$ cat src/rtl/renee_pkg.sv
// Shared constants, state encoding and bumper record for the Renee navigation controller.
package renee_pkg;

    localparam logic [2:0] WA_F = 3'b100;
    localparam logic [2:0] WA_R = 3'b010;
    localparam logic [2:0] WA_S = 3'b001;

    typedef enum logic [2:0] {
        ST_IDLE   = 3'd0,
        ST_SEEK   = 3'd1,
        ST_BACKUP = 3'd2,
        ST_TURN   = 3'd3,
        ST_DONE   = 3'd4
    } state_t;

    typedef struct packed {
        logic lb;
        logic rb;
        logic fb;
        logic bb;
    } bump_t;

    // A back-bumper hit cannot reverse further, so it escapes forward instead.
    function automatic logic [5:0] backup_action(input bump_t b);
        return b.bb ? {WA_F, WA_F} : {WA_R, WA_R};
    endfunction

    function automatic logic [5:0] turn_action(input bump_t b);
        if (b == 4'b0100)
            return {WA_R, WA_F};
        return {WA_F, WA_R};
    endfunction

endpackage

$ cat src/rtl/renee_steer.sv
// Combinational beacon steering: lower sensor code means a stronger signal on that side.
module renee_steer
    import renee_pkg::*;
(
    input  logic [2:0] i_ls,
    input  logic [2:0] i_rs,
    output logic [2:0] o_lwa,
    output logic [2:0] o_rwa,
    output logic       o_strongest
);

    always_comb begin
        o_lwa = WA_S;
        o_rwa = WA_S;
        if (i_ls < i_rs) begin
            o_lwa = WA_S;
            o_rwa = WA_F;
        end else if (i_ls > i_rs) begin
            o_lwa = WA_F;
            o_rwa = WA_S;
        end else if (i_ls != 3'b111) begin
            o_lwa = WA_F;
            o_rwa = WA_F;
        end else begin
            o_lwa = WA_F;
            o_rwa = WA_R;
        end
    end

    assign o_strongest = (i_ls == 3'b000) && (i_rs == 3'b000);

endmodule

$ cat src/rtl/renee_nav_ctrl.sv
// Top-level navigation sequencer: beacon seek, timed bump escape, debounced arrival, go/halt.
module renee_nav_ctrl
    import renee_pkg::*;
#(
    parameter int unsigned BACK_CYCLES   = 8,
    parameter int unsigned TURN_CYCLES   = 6,
    parameter int unsigned ARRIVE_CYCLES = 4
) (
    input  logic       clk,
    input  logic       rst_n,
    input  logic       go,
    input  logic       halt,
    input  logic [2:0] ls,
    input  logic [2:0] rs,
    input  logic       lb,
    input  logic       rb,
    input  logic       fb,
    input  logic       bb,
    output logic [2:0] lwa,
    output logic [2:0] rwa,
    output logic [2:0] state,
    output logic       busy,
    output logic       arrived
);

    localparam logic [7:0] LP_BACK   = 8'(BACK_CYCLES - 1);
    localparam logic [7:0] LP_TURN   = 8'(TURN_CYCLES - 1);
    localparam logic [7:0] LP_ARRIVE = 8'(ARRIVE_CYCLES);

    state_t     r_state, w_state_nxt;
    logic [2:0] r_lwa, r_rwa, w_lwa_nxt, w_rwa_nxt;
    logic [7:0] r_timer, w_timer_nxt;
    logic [7:0] r_arr_cnt, w_arr_nxt, w_arr_inc;
    bump_t      r_bump_q, w_bump_nxt, w_bump_in;
    logic       r_bb_prev;
    logic [2:0] w_steer_l, w_steer_r;
    logic       w_strongest, w_any_bump, w_bb_rise;

    renee_steer u_steer (
        .i_ls        (ls),
        .i_rs        (rs),
        .o_lwa       (w_steer_l),
        .o_rwa       (w_steer_r),
        .o_strongest (w_strongest)
    );

    assign w_bump_in  = {lb, rb, fb, bb};
    assign w_any_bump = lb | rb | fb | bb;
    assign w_bb_rise  = bb & ~r_bb_prev;
    assign w_arr_inc  = (r_arr_cnt >= LP_ARRIVE) ? LP_ARRIVE : r_arr_cnt + 8'd1;

    // Wheel actions are computed for the state being entered, so they register on the same edge.
    always_comb begin
        w_state_nxt = r_state;
        w_timer_nxt = (r_timer != 8'd0) ? r_timer - 8'd1 : 8'd0;
        w_arr_nxt   = r_arr_cnt;
        w_bump_nxt  = r_bump_q;
        w_lwa_nxt   = WA_S;
        w_rwa_nxt   = WA_S;
        if (halt) begin
            w_state_nxt = ST_IDLE;
            w_timer_nxt = '0;
            w_arr_nxt   = '0;
            w_bump_nxt  = '0;
        end else begin
            case (r_state)
                ST_IDLE: begin
                    if (go) begin
                        w_state_nxt = ST_SEEK;
                        w_lwa_nxt   = w_steer_l;
                        w_rwa_nxt   = w_steer_r;
                    end
                end
                ST_SEEK: begin
                    if (w_any_bump) begin
                        w_state_nxt              = ST_BACKUP;
                        w_bump_nxt               = w_bump_in;
                        w_timer_nxt              = LP_BACK;
                        w_arr_nxt                = '0;
                        {w_lwa_nxt, w_rwa_nxt}   = backup_action(w_bump_in);
                    end else if (w_strongest && (w_arr_inc >= LP_ARRIVE)) begin
                        w_state_nxt = ST_DONE;
                        w_arr_nxt   = '0;
                    end else begin
                        w_arr_nxt = w_strongest ? w_arr_inc : 8'd0;
                        w_lwa_nxt = w_steer_l;
                        w_rwa_nxt = w_steer_r;
                    end
                end
                ST_BACKUP: begin
                    if ((r_timer == 8'd0) || (w_bb_rise && !r_bump_q.bb)) begin
                        w_state_nxt            = ST_TURN;
                        w_timer_nxt            = LP_TURN;
                        {w_lwa_nxt, w_rwa_nxt} = turn_action(r_bump_q);
                    end else begin
                        {w_lwa_nxt, w_rwa_nxt} = backup_action(r_bump_q);
                    end
                end
                ST_TURN: begin
                    if (r_timer == 8'd0) begin
                        w_state_nxt = ST_SEEK;
                        w_bump_nxt  = '0;
                        w_arr_nxt   = '0;
                        w_lwa_nxt   = w_steer_l;
                        w_rwa_nxt   = w_steer_r;
                    end else begin
                        {w_lwa_nxt, w_rwa_nxt} = turn_action(r_bump_q);
                    end
                end
                ST_DONE: begin
                    if (!go)
                        w_state_nxt = ST_IDLE;
                end
                default: begin
                    w_state_nxt = ST_IDLE;
                end
            endcase
        end
    end

    always_ff @(posedge clk or negedge rst_n) begin
        if (!rst_n) begin
            r_state   <= ST_IDLE;
            r_lwa     <= WA_S;
            r_rwa     <= WA_S;
            r_timer   <= '0;
            r_arr_cnt <= '0;
            r_bump_q  <= '0;
            r_bb_prev <= 1'b0;
        end else begin
            r_state   <= w_state_nxt;
            r_lwa     <= w_lwa_nxt;
            r_rwa     <= w_rwa_nxt;
            r_timer   <= w_timer_nxt;
            r_arr_cnt <= w_arr_nxt;
            r_bump_q  <= w_bump_nxt;
            r_bb_prev <= bb;
        end
    end

    assign lwa     = r_lwa;
    assign rwa     = r_rwa;
    assign state   = r_state;
    assign busy    = (r_state == ST_SEEK) || (r_state == ST_BACKUP) || (r_state == ST_TURN);
    assign arrived = (r_state == ST_DONE);

endmodule

$ cat config.mk
export PLATFORM = sky130hd
export DESIGN_NAME = renee_nav_ctrl
export DESIGN_NICKNAME = d
export VERILOG_FILES = /design/src/rtl/renee_pkg.sv /design/src/rtl/renee_steer.sv /design/src/rtl/renee_nav_ctrl.sv
export SDC_FILE = /design/constraint.sdc
export NUM_CORES = 1
export LEC_CHECK = 0
export CELL_PAD_IN_SITES_DETAIL_PLACEMENT = 1
export CELL_PAD_IN_SITES_GLOBAL_PLACEMENT = 2
export CORE_ASPECT_RATIO = 0.6
export CORE_MARGIN = 2
export CORE_UTILIZATION = 30
export DETAILED_ROUTE_END_ITERATION = 8
export PLACE_DENSITY = 0.76
export SETUP_SLACK_MARGIN = 0.1
export SYNTH_ARGS = -nofsm -noshare
export SYNTH_HDL_FRONTEND = slang
export SYNTH_SLANG_ARGS = --single-unit
$ cat constraint.sdc
create_clock -name clk -period 4.8 [get_ports clk]
set_clock_uncertainty 0.15 [all_clocks]
set_input_delay 0.96 -clock clk [delete_from_list [all_inputs] [get_ports clk]]
set_output_delay 0.96 -clock clk [all_outputs]
set_load 0.03 [all_outputs]
==> summary.md, run 1 <==
| Metric | Value |
|---|---|
| Status | completed |
| First-pass GRT wire length | 8.77 mm |
| Reg clk slew, reported paths | 70 ps |
| HPWL Detailed | 4.06 mm |
| CP Max Fanout | 20 |
| Pins over their slew limit | 0 |
| Setup TNS | 0 ps |
| RSZ-0062 raised after global routing | no |
| Area of the multi-input gates | 0.00103 mm^2 |
| Num CTS Buffers | 5 |
| H-Tree Depth | 2 |
| DRT Pass-1 Iters | 4 |
| Hold Path Class | reg -> reg |
| Power Density | 481 mW/mm^2 |
| Yosys cell types | 54 |
| CTS tree | yes |
| Hold-fix buffers, CTS | 0 |
| Commonest non-fill, non-tap cell in the layout | dfrtp_1 |
| Lkg Pwr | 0.944 nW |
| Die width | 105 um |
| Cells after DPL | 308 |
| EDFF count, synth | 0 |
| Die height | 64.6 um |
| R2R Setup Slk | 2550 ps |
| Post-route ant nets | 0 |
| Max Cap Viol | 0 |
| Layout Nets | 252 |
| Arr. time, crit path | 2180 ps |
| Die ar. | 0.00679 mm^2 |
| Post-CTS Setup Bufs | 0 |
| 1st-iter DRT viols | 72 |
| Syn Nets | 226 |
| Async S/R FF share, synth | 1.00 |
| Port Buffer Count | 24 |
| Row Count | 22 |
| Area delta synth->final | 23.0% |
| Largest net degree at the start of global routing | 31 |
| Antenna violations before repair | 0 |
| GR Overflow Total | 0 |
| WS Path Type | reg -> out |
| Core area | 0.00603 mm^2 |
| # clock sinks | 30 |
| Sequential-to-total area share from yosys stat | 0.410 |
| Worst Max-Slew Pin Slew | 671 ps |
| Post-Route WL | 5.27 mm |
| Syn Inst Count | 205 |
| Top-Level Pins | 25 |
| Via/cell ratio | 5.06 |
| Register area | 753 um^2 |
| Power Total | 0.00109 W |
| Ant diodes | 0 |
| Relative slew slack | 0.553 |
| Layout cells sized above 1 | 0.121 |
| Fin cells | 316 |
| Worst EP required | 3690 ps |
| Clock Latency Late Sink | 280 ps |
| Cell area after synthesis | 0.00184 mm^2 |
| Tmin final | 3290 ps |
| Post-route clock period utilization | 0.685 |
| Vias in the first global route | 1611 |
| Max Clk Rate | 304 MHz |
| Synthesized area per cell | 8.97 um^2 |
| Most frequent cells in the layout | 28 x dfrtp_1, 24 x nand2_1, 24 x clkdlybuf4s50_1 |
| Count of final setup violators | 0 |
| Routability cong. | 0.837 |
| Vias after detailed routing | 1599 |
| Final hold vios | 0 |
| Worst setup EP type | output pin |
| Initial Util | 0.305 |
| Gr usage total | 0.167 |
| Ys Warns | 0 |
| Filler Cells Inserted | 708 |
| VDD IR-drop max | 0.261 mV |
| Synth Flop Type | dfrtp_1 |
| CTS resizes | 0 |
| Seq cells post-synth | 30 |
| Post-route DRC | 0 |
| Post-layout util | 0.375 |
| Clock buffer depth | 2 |
| Routed WL per cell | 16.7 um |
| Setup crit start kind | flop |
| Root Driver | clkbuf_8 |
[per-stage QoR]
step	hold slack (ps)	setup slack (ps)	instance area (um^2)
detailed placement	327	1570	2170
CTS	349	1500	2260
floorplan	305	2360	1840
global route	383	1320	2260
global placement	323	1600	2170
finish	349	1510	2260
[flip-flops by register name, summed over array words and instances, names as in the netlist]
name,cells
rwa,3
lwa,3
state,3
r_bb_prev,1
r_timer,8
r_bump_q,4
r_arr_cnt,8
[worst paths after layout]
check | startpoint | end | cells past startpoint
worst max-delay path | state[1] | arrived | 3
worst min register to register | r_arr_cnt[6] | r_arr_cnt[6] | 1
worst max register to register | r_timer[0] | rwa[1] | 7
worst min-delay path | r_arr_cnt[6] | r_arr_cnt[6] | 1
min in group asynchronous | rst_n | r_arr_cnt[4] | 2
max in group asynchronous | rst_n | lwa[0] | 2
[logic make-up (layout without fill, tap and decap cells)]
kind of cell | Yosys count | after routing | share of synthesized area
buffers and inverters | 15 | 42 | 0.0320
multiplexers | 1 | 1 | 0.00545
AND/OR/NAND/NOR | 99 | 99 | 0.299
flip-flops | 30 | 30 | 0.410
AO/OA/AOI/OAI | 46 | 46 | 0.173
XOR/XNOR | 7 | 7 | 0.0334
adder cells (fa/ha/maj) | 7 | 7 | 0.0476
[synth_stat cells (all sizes together) (2+ instances only)]
cell	n	area (um^2)
buf	3	13.8
a22oi	2	15.0
and3	2	12.5
or2	3	18.8
o22ai	3	18.8
nor2b	3	18.8
nand2b	4	25.0
inv	9	33.8
xnor2	4	35.0
and2	9	57.6
nand2	25	96.4
or3b	2	17.5
dfrtp	28	701
nor3	7	35.0
a31oi	2	18.8
or4	2	22.5
a21oi	11	55.1
or3	4	26.3
xor2	3	26.3
nor3b	2	15.0
dfstp	2	52.6
nor4	6	67.6
o21ai	13	65.1
nor2	23	88.8
ha	7	87.6
nand3	4	20.0
clkbuf	3	11.3
[layer usage]
metal | wire length (um) | global-route usage
met1 | 2930 | 0.268
met2 | 1990 | 0.216
met3 | 319 | 0.0443
met4 | 30 | 0.0350
met5 | 0 | 0
[worst max-delay path: stages, from the launching register on]
cell	delay [ps]
dfrtp_1	630
nor2_1	410
and2_1	190
clkdlybuf4s50_1	660
[area by class of cell]
cell class / instances / share of cell area
multi-input combinational: 160 / 0.454
sequential: 30 / 0.333
timing repair buffer: 25 / 0.110
tap: 84 / 0.0465
clock buffer: 6 / 0.0365
inverter: 9 / 0.0149
clock inverter: 2 / 0.00553
[report_power, final]
| group | switching (W) | internal, W |
|---|---|---|
| logic | 0.000283 | 0.000207 |
| registers | 0.0000703 | 0.000305 |
| clock network | 0.000107 | 0.000115 |
(Power assumes the default switching activity.)
==> inputs of run 2 (changes only) <==
==> constraint.sdc (replaced) <==
create_clock -name clk -period 3.1 [get_ports clk]
set_clock_uncertainty 0.15 [all_clocks]
set_input_delay 0.62 -clock clk [delete_from_list [all_inputs] [get_ports clk]]
set_output_delay 0.62 -clock clk [all_outputs]
set_load 0.03 [all_outputs]
==> summary.md, run 2 (synthesized netlist as in run 1, its figures left out) <==
| Metric | Value |
|---|---|
| Antenna violations before repair | 0 (unchanged) |
| Post-route DRC | 0 (unchanged) |
| Ant diodes | 0 (unchanged) |
| Die height | 64.6 um (unchanged) |
| Pins over their slew limit | 0 (unchanged) |
| Gr usage total | 0.167 (about the same) |
| Hold-fix buffers, CTS | 0 (unchanged) |
| WS Path Type | reg -> out (unchanged) |
| Arr. time, crit path | 1750 ps (was 2180 ps) |
| Hold Path Depth | 1 (unchanged) |
| Lkg Pwr | 0.980 nW (was 0.944 nW) |
| Via/cell ratio | 5.03 (was 5.06) |
| Setup TNS | 0 ps (unchanged) |
| Hold Path Class | reg -> reg (unchanged) |
| CTS tree | yes (unchanged) |
| Vias in the first global route | 1632 (was 1611) |
| Worst Max-Slew Pin Slew | 605 ps (was 671 ps) |
| Routability cong. | 0.779 (was 0.837) |
| Row Count | 22 (unchanged) |
| Worst Reg-to-Reg Cells | 6 (was 7) |
| Port Buffer Count | 24 (unchanged) |
| Setup crit start kind | flop (unchanged) |
| DRT Pass-1 Iters | 4 (unchanged) |
| Initial Util | 0.305 (unchanged) |
| Commonest non-fill, non-tap cell in the layout | dfrtp_1 (unchanged) |
| Area delta synth->final | 25.9% (was 23.0%) |
| Post-Route WL | 5.19 mm (was 5.27 mm) |
| Tmin final | 2520 ps |
| Post-route ant nets | 0 (unchanged) |
| Worst EP required | 2330 ps (was 3690 ps) |
| Reg2reg start | r_timer[0] (unchanged) |
| Post-layout util | 0.384 (was 0.375) |
| Clock buffer depth | 2 (unchanged) |
| Post-CTS Setup Bufs | 0 (unchanged) |
| RR Endpoint | r_arr_cnt[4] (was rwa[1]) |
| Min Hold Slack | 348 ps (was 349 ps) |
| Layout Nets | 259 (was 252) |
| Most frequent cells in the layout | 28 x dfrtp_1, 24 x nand2_1, 24 x clkdlybuf4s50_1 (unchanged) |
| Max Cap Viol | 0 (unchanged) |
| Routed WL per cell | 16.1 um (was 16.7 um) |
| Relative slew slack | 0.591 (was 0.553) |
| Post-place setup slack | 392 ps (was 1570 ps) |
| Count of final setup violators | 0 (unchanged) |
| VDD IR-drop max | 0.212 mV (was 0.261 mV) |
| H-Tree Depth | 2 (unchanged) |
| Die ar. | 0.00679 mm^2 (unchanged) |
| Worst Setup Slack, final | 576 ps (was 1510 ps) |
| R2R Setup Slk | 790 ps (was 2550 ps) |
| Startpoint of the worst hold path | r_arr_cnt[6] (unchanged) |
| Vias after detailed routing | 1625 (was 1599) |
| Reg clk slew, reported paths | 70 ps (about the same) |
| Core area | 0.00603 mm^2 (unchanged) |
| Num CTS Buffers | 5 (unchanged) |
| Largest regs | r_arr_cnt x8, r_timer x8, r_bump_q x4 (unchanged) |
| RSZ-0062 raised after global routing | no (unchanged) |
| Clock Latency Late Sink | 290 ps (was 280 ps) |
| Power Density | 737 mW/mm^2 (was 481 mW/mm^2) |
| Root Driver | clkbuf_8 (unchanged) |
| Status | completed (unchanged) |
| Largest net degree at the start of global routing | 31 (unchanged) |
| HPWL Detailed | 4.00 mm (was 4.06 mm) |
| Layout cells sized above 1 | 0.146 (was 0.121) |
| Final hold vios | 0 (unchanged) |
| Max Clk Rate | 396 MHz |
| Post-route clock period utilization | 0.814 |
| 1st-iter DRT viols | 126 (was 72) |
| # clock sinks | 30 (unchanged) |
| Hold EP | r_arr_cnt[6] (unchanged) |
| Top-Level Pins | 25 (unchanged) |
| GR Overflow Total | 0 (unchanged) |
| Worst setup EP type | output pin (unchanged) |
| Die width | 105 um (unchanged) |
| CTS resizes | 0 (unchanged) |
| First-pass GRT wire length | 8.67 mm (was 8.77 mm) |
| CP Max Fanout | 6 (was 20) |
==> run 2: cell types whose count changed in the layout (fill, tap and decap cells not counted) <==
| cell | change |
|---|---|
| buf_4 | +7 |
==> run 2: power by group <==
part / internal [W] / switching, W
sequential: 0.000473 / 0.0000885
combinational: 0.000336 / 0.000467
clock: 0.000178 / 0.000162
total: 0.000988 / 0.000718
==> run 2: worst max-delay path: stages, from the launching register on <==
cell and delay, ps:
dfrtp_1 400, nor2_1 110, buf_4 150, and2_1 130, clkdlybuf4s50_1 660
==> run 2: layer usage <==
metal	vias up	track usage	routed length (um)
met2	43	0.215	1880
met3	3	0.0584	347
met4	0	0.0300	22
met5	-	0	0
met1	781	0.261	2940
li1	798	-	-
==> run 2: how the worst max path moves through the flow <==
stage                     slack [ps]      from  cells past startpoint       to
after floorplan                 1000  state[1]                      3     busy
after global placement           420     rs[1]                      8   rwa[0]
after detailed placement         390     rs[1]                      8   rwa[0]
after CTS                        580  state[2]                      2  arrived
after global routing             480  state[2]                      2  arrived
final                            580  state[0]                      4  arrived
==> run 2: per-stage QoR <==
stage	power (W)	cell area [um^2]	cells
finish	0.00171	2310	323
global route	0.00184	2310	323
CTS	0.00172	2310	323
detailed placement	0.00136	2220	315
global placement	0.00137	2220	315
floorplan	0.00112	1840	205
==> run 2: final cells by class <==
| cell class | count | area (um^2) |
|---|---|---|
| fillers | 732 | 3710 |
| multi-input cells | 160 | 1030 |
| flip-flops and latches | 30 | 753 |
| repair buffers | 32 | 300 |
| well taps | 84 | 105 |
| clock buffers | 6 | 82.6 |
| inverters | 9 | 33.8 |
| clock inverters | 2 | 12.5 |
==> inputs of run 3 (changes only) <==
==> constraint.sdc (replaced) <==
create_clock -name clk -period 2.55 [get_ports clk]
set_clock_uncertainty 0.15 [all_clocks]
set_input_delay 0.51 -clock clk [delete_from_list [all_inputs] [get_ports clk]]
set_output_delay 0.51 -clock clk [all_outputs]
set_load 0.03 [all_outputs]
==> summary.md, run 3 (synthesized netlist as in run 1, its figures left out) <==
| Metric | Value |
|---|---|
| Status | completed (unchanged) |
| Vias in the first global route | 1668 (was 1632) |
| Layout Nets | 272 (was 259) |
| GR Overflow Total | 0 (unchanged) |
| Sw Ratio | 0.411 (was 0.421) |
| Min Hold Slack | 343 ps (was 348 ps) |
| Num CTS Buffers | 5 (unchanged) |
| Worst path cell trace | nor2_1 > buf_4 > nor2_1 > clkdlybuf4s50_1 (was nor2_1 > buf_4 > and2_1 > clkdlybuf4s50_1) |
| Root Driver | clkbuf_8 (unchanged) |
| Critical path's slowest cell | clkdlybuf4s50_1 (unchanged) |
| Count of final setup violators | 0 (unchanged) |
| Power Total | 0.00217 W (was 0.00171 W) |
| Setup TNS | 0 ps (unchanged) |
| Routed WL per cell | 15.9 um (was 16.1 um) |
| Post-layout util | 0.400 (was 0.384) |
| CP Max Fanout | 5 (was 6) |
| Post-Route WL | 5.35 mm (was 5.19 mm) |
| Most frequent cells in the layout | 28 x dfrtp_1, 24 x nand2_1, 24 x clkdlybuf4s50_1 (unchanged) |
| Ant diodes | 0 (unchanged) |
| Clock buffer depth | 2 (unchanged) |
| Worst Setup Slack, final | 262 ps (was 576 ps) |
| Tmin final | 2290 ps |
| Hold-fix buffers, CTS | 0 (unchanged) |
| HPWL Detailed | 4.15 mm (was 4.00 mm) |
| Worst Max-Slew Pin Slew | 542 ps (was 605 ps) |
| 1st-iter DRT viols | 54 (was 126) |
| Die ar. | 0.00679 mm^2 (unchanged) |
| WL met2 | 2.15 mm (was 1.88 mm) |
| WS Path Type | reg -> out (unchanged) |
| Routability cong. | 0.802 (was 0.779) |
| Clock Latency Late Sink | 280 ps (was 290 ps) |
| Int Power | 0.00127 W (was 0.000988 W) |
| Relative slew slack | 0.639 (was 0.591) |
| Max Used Layer | met4 (unchanged) |
| Final hold vios | 0 (unchanged) |
| Antenna violations before repair | 0 (unchanged) |
| Via/cell ratio | 4.99 (was 5.03) |
| Power Density | 898 mW/mm^2 (was 737 mW/mm^2) |
| Commonest non-fill, non-tap cell in the layout | dfrtp_1 (unchanged) |
| Comb pwr share | 0.499 (was 0.471) |
| Die width | 105 um (unchanged) |
| Arr. time, crit path | 1630 ps (was 1750 ps) |
| Net Sw Power | 0.000890 W (was 0.000718 W) |
| Max Cap Viol | 0 (unchanged) |
| First-pass GRT wire length | 8.98 mm (was 8.67 mm) |
| Post-route ant nets | 0 (unchanged) |
| Setup crit start kind | flop (unchanged) |
| CTS tree | yes (unchanged) |
| # clock sinks | 30 (unchanged) |
| Clock share of power | 0.187 (was 0.200) |
| Post-route DRC | 0 (unchanged) |
| Core area | 0.00603 mm^2 (unchanged) |
| Reg clk slew, reported paths | 70 ps (about the same) |
| Post-route clock period utilization | 0.897 |
| Gr usage total | 0.169 (was 0.167) |
| Port Buffer Count | 24 (unchanged) |
| Die height | 64.6 um (unchanged) |
| Hold Path Class | reg -> reg (unchanged) |
| Crit-path max cell delay | 690 ps (was 660 ps) |
| Largest regs | r_arr_cnt x8, r_timer x8, r_bump_q x4 (unchanged) |
| H-Tree Depth | 2 (unchanged) |
| Vias after detailed routing | 1678 (was 1625) |
| Worst EP required | 1890 ps (was 2330 ps) |
| Reg power frac | 0.314 (was 0.329) |
| CP most frequent cell | nor2_1 |
| Post-place setup slack | -10.7 ps (was 392 ps) |
| Largest net degree at the start of global routing | 31 (unchanged) |
| Worst setup EP type | output pin (unchanged) |
| R2R Setup Slk | 330 ps (was 790 ps) |
| VDD IR-drop max | 0.284 mV (was 0.212 mV) |
| Initial Util | 0.305 (unchanged) |
| Lkg Pwr | 1.04 nW (was 0.980 nW) |
| Layout cells sized above 1 | 0.190 (was 0.146) |
| Pins over their slew limit | 0 (unchanged) |
| Area delta synth->final | 31.2% (was 25.9%) |
| DRT Pass-1 Iters | 4 (unchanged) |
| M1 wire length | 2.90 mm (was 2.94 mm) |
| Filler Cells Inserted | 710 (was 732) |
| Row Count | 22 (unchanged) |
| Met3 WL | 267 um (was 347 um) |
| Top-Level Pins | 25 (unchanged) |
| Max Clk Rate | 437 MHz |
| RSZ-0062 raised after global routing | no (unchanged) |
run 3: changes by cell type in the layout (fill, tap and decap cells not counted):
cell	before	now
o21ai_1	1	2
buf_4	8	21
o21ai_0	12	11
run 3: worst max-delay path: cells and delay by family (launching register included):
| family | cells | cell delay, ps |
|---|---|---|
| buffers and inverters | 2 | 840 |
| DFF | 1 | 340 |
| and+or+nand+nor | 2 | 170 |
run 3: final cells by class:
type                       instances  area [um^2]  area share
clock buffer                       6         82.6      0.0343
clock inverter                     2         12.5     0.00519
inverter                           9         33.8      0.0140
multi-input combinational        160         1030       0.426
sequential                        30          753       0.312
tap                               84          105      0.0436
timing repair buffer              45          398       0.165
run 3: path summary, 6_finish.rpt:
check,start,endpoint,depth (start not counted)
setup reg to reg,r_arr_cnt[0],state[0],5
min in group asynchronous,rst_n,r_arr_cnt[7],2
max in group asynchronous,rst_n,rwa[0],2
setup / recovery,state[0],busy,4
hold / removal,r_arr_cnt[6],r_arr_cnt[6],1
hold reg to reg,r_arr_cnt[6],r_arr_cnt[6],1
run 3: per-layer routing:
metal,GRT usage,vias to the layer above
met5,0,-
met4,0.0333,0
met3,0.0412,6
met2,0.234,40
met1,0.263,812
li1,-,820
run 3: repair_timing:
| action | in CTS | in global routing |
|---|---|---|
| setup endpoints to repair | 0 | 1 |
| gates resized for setup | 0 | 1 |
| buffers inserted | 0 | 0 |
run 3: metrics by stage:
step	std cells	cell area (um^2)
finish	336	2410
global route	336	2410
CTS	336	2410
detailed placement	328	2320
global placement	328	2320
floorplan	205	1840
run 3: power groups by stage:
stage                     Sequential, W  Combinational [W]  Clock [W]
final                          0.000680            0.00108   0.000405
after global routing           0.000691            0.00120   0.000438
after CTS                      0.000678            0.00108   0.000417
after detailed placement       0.000686            0.00107          0
after global placement         0.000683            0.00107          0
after floorplan                0.000717           0.000639          0
